**config.mk**
```make
export PLATFORM = sky130hd
export DESIGN_NAME = i2s_tx
export DESIGN_NICKNAME = d
export VERILOG_FILES = /design/src/rtl/i2s_tx.sv
export SDC_FILE = /design/constraint.sdc
export NUM_CORES = 1
export LEC_CHECK = 0
export ABC_AREA = 0
export CAP_MARGIN = 0
export CORE_MARGIN = 2
export CORE_UTILIZATION = 65
export CTS_CLUSTER_SIZE = 30
export DETAILED_ROUTE_END_ITERATION = 10
export DONT_BUFFER_PORTS = 1
export PLACE_DENSITY_LB_ADDON = 0.08
export SYNTH_ARGS = -nofsm -noshare
export SYNTH_HDL_FRONTEND = slang
export SYNTH_SLANG_ARGS = --single-unit
```
**constraint.sdc**
```tcl
create_clock -name clk -period 4.77 [get_ports clk]
set_input_delay 0.7155 -clock clk [delete_from_list [all_inputs] [get_ports clk]]
set_output_delay 0.7155 -clock clk [all_outputs]
set_load 0.05 [all_outputs]
```
**src/rtl/i2s_tx.sv**
```systemverilog
// I2S transmitter: 64 bclk per frame, 32-bit slots, 18-bit samples sent MSB-first after a one-bit delay.
// Requests a sample per channel once per frame and flags underrun when a slot reloads a stale sample.
module i2s_tx #(
    parameter int unsigned BCLK_HALF = 16
) (
    input  logic        clk,
    input  logic        reset,
    output logic        gen_left_sample,
    output logic        gen_right_sample,
    input  logic        left_sample_rdy,
    input  logic [17:0] left_sample_in,
    input  logic        right_sample_rdy,
    input  logic [17:0] right_sample_in,
    output logic        i2s_bclk,
    output logic        i2s_lrclk,
    output logic        i2s_data,
    output logic        underrun
);

    logic [7:0]  bclk_cnt_q, bclk_cnt_d;
    logic        bclk_q, bclk_d;
    logic [5:0]  bit_cnt_q, bit_cnt_d;
    logic        lrclk_q, lrclk_d;
    logic        data_q, data_d;
    logic        gen_l_q, gen_l_d;
    logic        gen_r_q, gen_r_d;
    logic        underrun_q, underrun_d;
    logic [17:0] hold_l_q, hold_l_d;
    logic [17:0] hold_r_q, hold_r_d;
    logic [17:0] shift_l_q, shift_l_d;
    logic [17:0] shift_r_q, shift_r_d;
    logic        fresh_l_q, fresh_l_d;
    logic        fresh_r_q, fresh_r_d;

    logic        wrap;
    logic        fall;
    logic [5:0]  b;
    logic [4:0]  p;
    logic [4:0]  idx;
    logic [17:0] slot_src;

    // A *_sample_rdy pulse is accepted in any cycle and overwrites the holding register;
    // a load in the same cycle still takes the old holding value, and the new one stays fresh.
    always_comb begin
        wrap       = (bclk_cnt_q == 8'(BCLK_HALF - 1));
        fall       = wrap & bclk_q;
        b          = bit_cnt_q + 6'd1;
        p          = b[4:0];
        idx        = 5'd18 - p;
        slot_src   = b[5] ? shift_r_q : shift_l_q;

        bclk_cnt_d = wrap ? 8'd0 : bclk_cnt_q + 8'd1;
        bclk_d     = bclk_q ^ wrap;
        bit_cnt_d  = bit_cnt_q;
        lrclk_d    = lrclk_q;
        data_d     = data_q;
        gen_l_d    = 1'b0;
        gen_r_d    = 1'b0;
        underrun_d = 1'b0;
        shift_l_d  = shift_l_q;
        shift_r_d  = shift_r_q;
        fresh_l_d  = fresh_l_q;
        fresh_r_d  = fresh_r_q;
        hold_l_d   = left_sample_rdy  ? left_sample_in  : hold_l_q;
        hold_r_d   = right_sample_rdy ? right_sample_in : hold_r_q;

        if (fall) begin
            bit_cnt_d = b;
            lrclk_d   = b[5];
            data_d    = (p >= 5'd1 && p <= 5'd18) ? slot_src[idx] : 1'b0;
            if (b == 6'd0) begin
                shift_l_d  = hold_l_q;
                gen_r_d    = 1'b1;
                underrun_d = ~fresh_l_q;
                fresh_l_d  = 1'b0;
            end
            if (b == 6'd32) begin
                shift_r_d  = hold_r_q;
                gen_l_d    = 1'b1;
                underrun_d = ~fresh_r_q;
                fresh_r_d  = 1'b0;
            end
        end

        if (left_sample_rdy) begin
            fresh_l_d = 1'b1;
        end
        if (right_sample_rdy) begin
            fresh_r_d = 1'b1;
        end
    end

    always_ff @(posedge clk) begin
        if (reset) begin
            bclk_cnt_q <= 8'd0;
            bclk_q     <= 1'b0;
            bit_cnt_q  <= 6'd63;
            lrclk_q    <= 1'b0;
            data_q     <= 1'b0;
            gen_l_q    <= 1'b0;
            gen_r_q    <= 1'b0;
            underrun_q <= 1'b0;
            hold_l_q   <= 18'd0;
            hold_r_q   <= 18'd0;
            shift_l_q  <= 18'd0;
            shift_r_q  <= 18'd0;
            fresh_l_q  <= 1'b1;
            fresh_r_q  <= 1'b1;
        end else begin
            bclk_cnt_q <= bclk_cnt_d;
            bclk_q     <= bclk_d;
            bit_cnt_q  <= bit_cnt_d;
            lrclk_q    <= lrclk_d;
            data_q     <= data_d;
            gen_l_q    <= gen_l_d;
            gen_r_q    <= gen_r_d;
            underrun_q <= underrun_d;
            hold_l_q   <= hold_l_d;
            hold_r_q   <= hold_r_d;
            shift_l_q  <= shift_l_d;
            shift_r_q  <= shift_r_d;
            fresh_l_q  <= fresh_l_d;
            fresh_r_q  <= fresh_r_d;
        end
    end

    assign gen_left_sample  = gen_l_q;
    assign gen_right_sample = gen_r_q;
    assign i2s_bclk         = bclk_q;
    assign i2s_lrclk        = lrclk_q;
    assign i2s_data         = data_q;
    assign underrun         = underrun_q;

endmodule
```
==> impl_metrics.tcl <==
set metrics [dict create \
    avgSynthCellArea_um2 9.33 \
    status "complete, no violations" \
    grt_overflow 0 \
    drive_above_1_share_pct 8.58 \
    synthTopCellsByArea "dfxtp_1 (44%), mux2i_1 (15%), nor2_1 (6.5%), a21oi_1 (3.2%), o21ai_0 (2.8%)" \
    grt_pass1_vias 2900 \
    required_ps 5040 \
    vias 3042 \
    rsz0062_at_grt "no" \
    diodes 0 \
    ctsResizeCount 0 \
    synth.ff_latch_count 94 \
    slowest_delay_ps 600 \
    dp_hpwl_mm 5.46 \
    antenna_found_initial 0 \
    clockBufferDepth 2 \
    critical_path_buf_inv_count 2 \
    crit_arrival_ps 3520 \
    die_h_um 84.8 \
    drv_cap 0 \
    fin_cells 520 \
    yosysSeqAreaShare_pct 44.3 \
    finalWirelength_mm 8.09 \
    synth_warnings 0 \
    leakage_nw 1.87 \
    fin_crit_ps 3250 \
    path_cells "buf_4 > ha_1 > nand3_1 > xor2_1 > nand4_2 > nand2b_1 > buf_4 > a211o_1" \
    clockRootBuffer "clkbuf_8" \
    cts_setup_buffers 0 \
    synth_area_mm2 0.00425 \
    drc 0 \
    min_path_type "in2reg" \
    fin_setup_tns_ps 0 \
    final-setup-viol-count 0 \
    critical_path.max_fanout 27 \
    worst_slew_pin_slew_ps 865 \
    clock.fmax_ghz 0.307 \
    hold_violations 0 \
    max-slew-margin-rel_pct 42.4 \
    layout.nets 485 \
    cts_buffers 9 \
    ctsHoldBuffers 0 \
    dp.cells 504 \
    drt-initial-drc-count 236 \
    synth_top_area_share_pct 44.3 \
    synthArstFlopShare_pct 0 \
    gp_congestion 0.886 \
    setup_slack_ps 1520 \
    min_period_over_period_pct 68.2 \
    wire_per_inst_um 15.6 \
    drtAntennaViolNets 0 \
    crit_family "simple AND/OR/NAND/NOR gates" \
    io_buffer_count 0 \
    grt_max_degree 84 \
    rows 29 \
    core_area_mm2 0.00635 \
    cts_tree "yes" \
    ir_drop_v 0.000264 \
    place_ws_ps 1540 \
    fp.dieW_um 84.8 \
    io_pins 46 \
    end_kind "register" \
    drv_slew 0 \
    area_delta_synth_final_pct 3.63 \
    cp_slowest_cell "nand2b_1" \
    syn-num-nets 502 \
    start_util_pct 66.9 \
    final_common_cell "dfxtp_1" \
    final_cell_mix "dfxtp_1 (94), nor2_1 (73), mux2i_1 (63)" \
    ys.flop_type "dfxtp_1" \
    synth-edff-count 0 \
    start_kind "register" \
    syn_inst 455 \
    worstSetupPathType "reg2reg" \
    yosysTopAreaCell "dfxtp_1" \
    htreeDepth 3 \
    p_per_area_mw_per_mm2 304 \
    finClkSkew_ps 7.46 \
    clock_sinks 94 \
    cpMostUsedCell "buf_4" \
    first_pass_iters 4 \
    grt_usage_pct 23.9 \
    grt_pass1_wl_mm 13.8 \
    die_area_mm2 0.00719 \
    synth.distinct_cells 59 \
    insertion_delay_ps 370 \
    whs_ps 412 \
    finalPower_mw 1.34 \
    viasPerCell 5.85 \
    clk_pin_slew_ps 90 \
]
layout make-up:
class / count / area, um^2
multi-input combinational: 322 / 2180
clock buffer: 10 / 128
sequential: 94 / 1880
tap: 77 / 96.3
fill: 522 / 1950
timing repair buffer: 5 / 37.5
inverter: 6 / 22.5
clock inverter: 6 / 56.3
logic make-up after synthesis:
family / Yosys count / synth area share [%]
adder cells (fa/ha/maj): 7 / 2.06
buffers and inverters: 39 / 4.39
flip-flops: 94 / 44.3
XOR/XNOR: 16 / 3.86
AO/OA/AOI/OAI: 77 / 11.1
multiplexers: 68 / 16.4
AND/OR/NAND/NOR: 154 / 17.8
worst register-to-register path, cell delays in order (launching register included):
cell and delay, ps:
dfxtp_1 320, buf_4 270, ha_1 410, nand3_1 140, xor2_1 280, nand4_2 480, nand2b_1 600, buf_4 350
a211o_1 300
cells in the mapped netlist (all sizes together), types with 2 or more instances:
master / n
nor2: 75
o31ai: 3
nand3b: 2
mux2: 4
dfxtp: 94
a31oi: 4
clkbuf: 15
buf: 18
a211oi: 4
nor4: 6
xor2: 7
o21ai: 26
nand2b: 4
mux2i: 63
nand4: 5
inv: 6
and3: 6
a21oi: 27
or3: 5
nand2: 28
nand3: 9
or4b: 2
nor2b: 3
xnor2: 8
ha: 7
nor3: 5
metal layers:
layer / share of wire (%) / vias up / track usage, % / wire length [um]
met2: 47 / 61 / 37.2 / 3780
met3: 4.7 / 8 / 7.39 / 379
met5: 0 / - / 0 / 0
met1: 48 / 1417 / 32.9 / 3860
met4: 0.98 / 0 / 5.34 / 79
li1: - / 1556 / - / -
report_power, final:
group / internal, mW / leakage [nW] / switching (mW)
Sequential: 0.804 / 0.765 / 0.0113
Combinational: 0.0212 / 1.01 / 0.0128
Clock: 0.199 / 0.0905 / 0.290
sequential cells by signal, summed over array words and instances (netlist names), 6 cells and up:
register    cells
shift_l_q      18
shift_r_q      18
bclk_cnt_q      8
hold_l_q       18
hold_r_q       18
bit_cnt_q       6
through the flow:
stage	instance area, um^2	util, %
2_1_floorplan	4250	-
3_3_place_gp	4220	66.4
3_5_place_dp	4220	66.4
4_1_cts	4400	69.3
5_1_grt	4400	69.3
6_report	4400	69.3
final timing paths:
check	start	end	slack [ps]	cells past startpoint
worst max-delay path	bit_cnt_q[0]	fresh_l_q	1520	8
worst max register to register	bit_cnt_q[0]	fresh_l_q	1520	8
worst min register to register	bclk_cnt_q[0]	bclk_cnt_q[0]	440	1
worst min-delay path	reset	i2s_bclk	410	1
No activity file was read; power rests on OpenSTA's default activity.
